==> config.mk <==
export PLATFORM = sky130hd
export DESIGN_NAME = btn_led_effect
export DESIGN_NICKNAME = d
export VERILOG_FILES = /design/src/rtl/btn_led_effect.sv
export SDC_FILE = /design/constraint.sdc
export NUM_CORES = 1
export LEC_CHECK = 0
export CORE_MARGIN = 2
export CORE_UTILIZATION = 40
export DETAILED_ROUTE_END_ITERATION = 16
export PLACE_DENSITY = 0.55
export REMOVE_ABC_BUFFERS = 1
export SETUP_SLACK_MARGIN = 0.5
export SKIP_LAST_GASP = 1
export SLEW_MARGIN = 40
export SYNTH_ARGS = -nofsm -noshare
export SYNTH_HDL_FRONTEND = slang
export SYNTH_SLANG_ARGS = --single-unit
==> constraint.sdc <==
create_clock -name clk -period 2.7 [get_ports clk]
set_input_delay 0.54 -clock clk [delete_from_list [all_inputs] [get_ports clk]]
set_output_delay 0.54 -clock clk [all_outputs]
set_load 0.01 [all_outputs]
==> src/rtl/btn_led_effect.sv <==
// btn_led_effect: two debounced push-buttons drive a WIDTH-bit LED pattern.
//   btn_step advances the pattern according to the current effect.
//   btn_mode cycles the effect: 0 count up, 1 count down, 2 rotate, 3 ping-pong.
// Ports:
//   clk      - system clock, rising edge
//   reset    - asynchronous active-low reset
//   btn_step - raw step button (asynchronous, high = pressed)
//   btn_mode - raw mode button (asynchronous, high = pressed)
//   q        - registered LED pattern, WIDTH bits
//   mode     - registered current effect, 2 bits

// btn_led_effect_deb: 2-FF synchroniser plus debouncer for one button.
//   i_pin   - raw asynchronous button level
//   o_press - one-cycle strobe, high in the cycle whose edge raises the
//             debounced level from 0 to 1
module btn_led_effect_deb #(
  parameter int DEB_CYCLES = 250000
) (
  input  logic clk,
  input  logic reset,
  input  logic i_pin,
  output logic o_press
);

  localparam int CW = $clog2(DEB_CYCLES);
  localparam logic [CW-1:0] CNT_MAX = CW'(DEB_CYCLES - 1);

  logic          r_sync1;
  logic          r_sync2;
  logic          r_deb;
  logic [CW-1:0] r_cnt;
  logic          w_diff;
  logic          w_done;

  assign w_diff  = r_sync2 ^ r_deb;
  assign w_done  = w_diff && (r_cnt == CNT_MAX);
  // The debounced level flips on this edge; only a rising flip is a press.
  assign o_press = w_done & r_sync2;

  // Synchroniser, debounce counter and accepted level.
  always_ff @(posedge clk or negedge reset) begin
    if (!reset) begin
      r_sync1 <= 1'b0;
      r_sync2 <= 1'b0;
      r_deb   <= 1'b0;
      r_cnt   <= {CW{1'b0}};
    end else begin
      r_sync1 <= i_pin;
      r_sync2 <= r_sync1;
      if (!w_diff) begin
        // Any agreement (including a bounce back) restarts the count.
        r_cnt <= {CW{1'b0}};
      end else if (w_done) begin
        r_deb <= r_sync2;
        r_cnt <= {CW{1'b0}};
      end else begin
        r_cnt <= r_cnt + CW'(1'b1);
      end
    end
  end

endmodule

module btn_led_effect #(
  parameter int WIDTH      = 8,
  parameter int DEB_CYCLES = 250000
) (
  input  logic             clk,
  input  logic             reset,
  input  logic             btn_step,
  input  logic             btn_mode,
  output logic [WIDTH-1:0] q,
  output logic [1:0]       mode
);

  typedef enum logic {
    DIR_LEFT  = 1'b0,
    DIR_RIGHT = 1'b1
  } dir_t;

  localparam logic [1:0]       MODE_UP   = 2'd0;
  localparam logic [1:0]       MODE_DOWN = 2'd1;
  localparam logic [1:0]       MODE_ROT  = 2'd2;
  localparam logic [1:0]       MODE_PING = 2'd3;
  localparam logic [WIDTH-1:0] Q_ZERO    = {WIDTH{1'b0}};
  localparam logic [WIDTH-1:0] Q_ONE     = {{(WIDTH-1){1'b0}}, 1'b1};

  logic             w_step_press;
  logic             w_mode_press;
  logic [WIDTH-1:0] r_q;
  logic [1:0]       r_mode;
  dir_t             r_dir;
  logic [WIDTH-1:0] w_q_nxt;
  logic [1:0]       w_mode_nxt;
  dir_t             w_dir_nxt;
  logic [WIDTH-1:0] w_shl;
  logic [WIDTH-1:0] w_shr;

  btn_led_effect_deb #(.DEB_CYCLES(DEB_CYCLES)) u_deb_step (
    .clk     (clk),
    .reset   (reset),
    .i_pin   (btn_step),
    .o_press (w_step_press)
  );

  btn_led_effect_deb #(.DEB_CYCLES(DEB_CYCLES)) u_deb_mode (
    .clk     (clk),
    .reset   (reset),
    .i_pin   (btn_mode),
    .o_press (w_mode_press)
  );

  assign w_shl = {r_q[WIDTH-2:0], 1'b0};
  assign w_shr = {1'b0, r_q[WIDTH-1:1]};

  // Next pattern / effect / direction; a mode press overrides a step press.
  always_comb begin
    w_q_nxt    = r_q;
    w_mode_nxt = r_mode;
    w_dir_nxt  = r_dir;
    if (w_mode_press) begin
      w_mode_nxt = r_mode + 2'd1;
      w_dir_nxt  = DIR_LEFT;
      if ((r_mode + 2'd1) >= MODE_ROT) begin
        w_q_nxt = Q_ONE;
      end else begin
        w_q_nxt = Q_ZERO;
      end
    end else if (w_step_press) begin
      case (r_mode)
        MODE_UP:   w_q_nxt = r_q + Q_ONE;
        MODE_DOWN: w_q_nxt = r_q - Q_ONE;
        MODE_ROT:  w_q_nxt = {r_q[WIDTH-2:0], r_q[WIDTH-1]};
        MODE_PING: begin
          if (r_dir == DIR_LEFT) begin
            w_q_nxt = w_shl;
            if (w_shl[WIDTH-1]) begin
              w_dir_nxt = DIR_RIGHT;
            end else begin
              w_dir_nxt = DIR_LEFT;
            end
          end else begin
            w_q_nxt = w_shr;
            if (w_shr[0]) begin
              w_dir_nxt = DIR_LEFT;
            end else begin
              w_dir_nxt = DIR_RIGHT;
            end
          end
        end
        default:   w_q_nxt = r_q;
      endcase
    end else begin
      w_q_nxt = r_q;
    end
  end

  // Pattern, effect and bounce-direction state.
  always_ff @(posedge clk or negedge reset) begin
    if (!reset) begin
      r_q    <= Q_ZERO;
      r_mode <= MODE_UP;
      r_dir  <= DIR_LEFT;
    end else begin
      r_q    <= w_q_nxt;
      r_mode <= w_mode_nxt;
      r_dir  <= w_dir_nxt;
    end
  end

  assign q    = r_q;
  assign mode = r_mode;

endmodule
Yosys cells after proc, flatten, opt, wreduce, memory -nomap -nowiden:

Cells that the tools add are included.

* memories: 0
* ROM bits: 0
* bits in registers: 53
* input bits: 4
* output and inout bits: 10
* RAM bits: 0
* latch bits: 0

* multiply operators: 0
* div/mod/pow operators: 0
* muxes and demuxes: 15
* eq/ne operators: 5
* reductions and logical operators: 8
* bitwise gates (word level): 4
* $lt $le $gt $ge: 1
* add/subtract/negate cells: 5
* shifts and indexed selects: 0

Operator list (count)
* $mux 18: 4
* $add 18x1->18 const B: 2
* $eq 18x18->1 const B: 2
* $pmux 8 s4: 1
* $mux 8: 3
* $add 8x1->8 const B: 1
* $sub 8x1->8 const B: 1
* $mux 1: 7
* $reduce_and 2->1: 3
* $eq 2x2->1 const B: 2
* $reduce_bool 2->1: 2
* $add 2x1->2 const B: 1
* $and 1x1->1: 2
* $eq 2x1->1 const B: 1
* $ge 2x2->1 const B: 1
* $logic_and 1x1->1: 2
* $logic_not 2->1: 1
* $xor 1x1->1: 2

Longest topological paths before layout:

* word-level depth: 5
* depth in mapped cells: 12

Hierarchy:

Synthesis repeated with hierarchy kept, for this count alone.

* cells, all modules: 328
* area, all modules: 3126.7 um2

Modules (own cells, without submodules)
* btn_led_effect_deb: sequential area each 525.5 um2, instances 2, cells each 98, area each 1002.2 um2
* btn_led_effect: sequential area each 275.3 um2, instances 1, cells each 132, area each 1122.3 um2

Worst setup path before layout:

Ideal clock, no wire load.

* path type: flip-flop to flip-flop
* start: register r_mode[1] (netlist: mode[1])
* end: register r_q[6] (netlist: q[6])
* required time: 2.579 ns
* arrival: 2.362 ns
* path slack: 0.217 ns
* stages on the path, launching flop included: 13
* period minus slack after synthesis: 2.483 ns
* cell sequence: dfrtp_1 inv_1 ha_1 clkbuf_1 buf_2 xor2_1 ha_1 a21boi_0 o221ai_1 nor4b_1 a21oi_1 a31oi_1 nor2_1

* longest elaborated chain between the ends: 4

Ends and longest elaborated chain
* start, declared: line 91 `logic [1:0] r_mode;`
* start signal, assigned: line 166 `r_mode <= w_mode_nxt;`
* $eq 2x2->1, or another cell as far along: line 130 `case (r_mode)`
* $pmux 8 s4 (*): line 130
* $mux 8 (*): line 129 `end else if (w_step_press) begin`
* $mux 8 (*): line 121 `if (w_mode_press) begin`
* end signal, assigned: line 165 `r_q <= w_q_nxt;`
* end, declared: line 90 `logic [WIDTH-1:0] r_q;`

Mark *: on every way between the ends. The rest lies on a longest branch, timed or not. The select of a mux whose other input is x is not followed.
A chain may end at the register's enable or synchronous reset.

Worst setup path in the final report:

* start: register r_mode[0] (netlist: mode[0])
* end: register r_q[6] (netlist: q[6])

The elaborated chain is that of the path after synthesis.

==> results.toml <==
[clocking]
clock_sinks = 53
cts_buffer_depth = 2
cts_root_buf = "clkbuf_8"
cts_max_level = 2
cts_buffers = 5
path_clk_slew_ps = 100
clk_latency_ps = 300
cts_tree = "done"

[timing]
finalSetupViolCount = 0
rsz0062_at_grt = "yes"
slew_viol_final = 0
tightest_slew_ps = 583
fin_worst_skew_ps = 11.7
clock.fmax_mhz = 478
period_needed_ps = 2090
finalCritPeriodShare = 0.776
hold_violations = 0
max_slew_margin = 0.608
finalSetupTns_ps = 0
layout_setup_ws_ps = 606

[synthesis]
yosysSeqAreaShare = 0.436
synth_seq_cells = 53
avgSynthCellArea_um2 = 9.57
synth_warnings = 0
async_reset_ff_frac = 1.00
netlist_area_um2 = 3040
syn_inst = 318
synth_cell_type_count = 53
synth_edf_count = 0
yosys_most_used_dff = "dfrtp_1"

[critical_path]
crit_path_max_incr_delay_ps = 460
critPathLaunchType = "flop"
cp.required_ps = 2880
crit_fanout = 10
cpMaxStageDelayCell = "dfrtp_2"
endpoint_kind = "flop"
cp.arrival_ps = 2280
path_cells = "ha_2 -> buf_6 -> buf_4 -> nand2b_1 -> and2_1 -> nor4b_2 -> a21oi_1 -> a31oi_1 -> nor2_1"
crit_type = "reg2reg"

[global_route]
antenna_found_initial = 0
grt_max_degree = 30
overflow = 0
grt_pass1_wl_um = 10000
grt_pass1_vias = 2107
track_usage = 0.145

[routing]
num_vias = 2320
drc = 0
antenna_left = 0
first_pass_iters = 4
wl_per_cell_um = 13.6
routed_wl_um = 6010
via_per_inst = 5.26
drt_iter0_drc = 78

[min_path]
hold_class = "in2async"

[place]
place_area_um2 = 3270
pre_cts_slack_ps = 462
dp.final_hpwl_um = 4190
place.gp.congestion = 0.808
portBuffers = 13

[final_layout]
antenna_cells = 0
drive_gt1_frac = 0.143
nFillCells = 740
syn_to_final_growth_pct = 14.8
final_area_um2 = 3490
nets = 354

[outcome]
status = "finished, final reports clean"

[floorplan]
core_area_um2 = 7290
start_util = 0.417
pin_count = 14
die_area_um2 = 8320
fp.dieH_um = 91.2
row_count = 31
fp.dieW_um = 91.2

[run]
drv_cap = 0

[power]
ir_worst_vdd_mv = 0.269
p_total_mw = 1.30
p_leak_nw = 1.48
p_per_area_nw_per_um2 = 372
-- kinds of logic (layout without fill, tap and decap cells) --
| logic type | count (synthesis) | after routing | share of synthesized area |
|---|---|---|---|
| fa+ha+maj | 9 | 9 | 0.0370 |
| buf+inv | 18 | 42 | 0.0271 |
| simple gates | 149 | 149 | 0.259 |
| xor+xnor | 41 | 41 | 0.118 |
| flops | 53 | 53 | 0.436 |
| compound gates | 37 | 37 | 0.0843 |
| mux | 11 | 11 | 0.0382 |
-- cell usage after synthesis, types with 2 or more instances --
master,instances,area (um^2)
nand4_1,12,75.1
nand2_1,18,67.6
and3_1,8,50.1
o211ai_1,3,22.5
and2_1,3,18.8
a21oi_1,5,25.0
or2_2,2,12.5
o211a_1,2,20.0
a22o_1,2,17.5
nor2_1,50,188
xor2_1,22,193
o21ai_0,7,35.0
nor3_1,3,15.0
nand3_1,20,100
mux2i_1,6,60.1
dfrtp_1,53,1330
ha_1,9,113
mux2_2,5,56.3
a31oi_1,5,31.3
nand3b_1,4,30.0
xnor2_1,19,166
clkbuf_1,8,30.0
a32oi_1,3,26.3
inv_1,5,18.8
nor4b_1,2,17.5
nand2b_1,4,25.0
or3_1,2,12.5
nor2b_1,7,43.8
nor4_1,3,18.8
buf_2,3,15.0
-- timing repair --
| item | CTS | global route |
|---|---|---|
| resized for setup | 5 | 12 |
| hold buffers | 0 | 0 |
| setup buffers | 0 | 10 |
| cloned | 0 | 1 |
| pin swaps | 1 | 5 |
| endpoints found under the setup margin | 19 | 18 |
-- report_power, final --
| group | switching [mW] | internal, mW | leakage (nW) |
|---|---|---|---|
| Sequential | 0.00862 | 0.803 | 0.725 |
| Combinational | 0.0327 | 0.0183 | 0.712 |
| Clock | 0.251 | 0.185 | 0.0456 |
-- placed cells by master, fill, tap and decap left out, types with 8 or more instances in the layout --
master / n
nor2_1: 50
xor2_1: 22
clkdlybuf4s50_1: 12
nand2_1: 18
dfrtp_1: 52
nand3_1: 20
xnor2_1: 19
buf_4: 14
nand4_1: 12
and3_1: 8
-- state kept, by name (all words and copies together), names as in the netlist --
signal and flops:
u_deb_mode.r_cnt 18, u_deb_step.r_cnt 18, q 8, mode 2
r_dir 1, u_deb_mode.r_deb 1, u_deb_mode.r_sync1 1, u_deb_mode.r_sync2 1
u_deb_step.r_deb 1, u_deb_step.r_sync1 1, u_deb_step.r_sync2 1
-- cell type report --
cell class	count	area, um^2	share of cell area
Multi-Input combinational cell	247	1680	0.482
Clock inverter	2	13.8	0.00394
Sequential cell	53	1330	0.380
Tap cell	99	124	0.0355
Timing Repair Buffer	29	253	0.0723
Inverter	5	18.8	0.00537
Clock buffer	6	72.6	0.0208
-- stage by stage --
step	hold slack (ps)	std cells	utilization
global placement	332	422	0.448
finish	81.7	441	0.479
floorplan	244	305	-
global route	83.4	441	0.479
detailed placement	339	422	0.448
CTS	78.8	430	0.462
-- final timing paths --
kind                       cells past startpoint                             end  slack, ps                          from
setup / recovery                               9                q[6]$_DFFE_PN0P_        610           mode[0]$_DFFE_PN0N_
hold / removal                                 1  u_deb_mode.r_cnt[10]$_DFF_PN0_         80                         reset
setup reg to reg                               9                q[6]$_DFFE_PN0P_        610           mode[0]$_DFFE_PN0N_
hold reg to reg                                0    u_deb_step.r_sync2$_DFF_PN0_        360  u_deb_step.r_sync1$_DFF_PN0_
max in group asynchronous                      2                q[4]$_DFFE_PN0P_       1980                         reset
min in group clk                               0    u_deb_step.r_sync2$_DFF_PN0_        360  u_deb_step.r_sync1$_DFF_PN0_
-- worst max-delay path, delay by kind of cell, from the launching register on --
kind / cells / cell delay, ps
adders and majority gates: 1 / 210
DFF: 1 / 460
AOI/OAI and AO/OA: 2 / 280
and+or+nand+nor: 4 / 730
buffers and inverters: 2 / 300
-- layer usage --
layer,vias up,share of wire,GRT usage
met2,23,0.48,0.240
li1,1158,-,-
met1,1135,0.49,0.199
met5,-,0,0
met3,4,0.020,0.0249
met4,0,0.0067,0.0341
No activity file was read; power rests on OpenSTA's default activity.
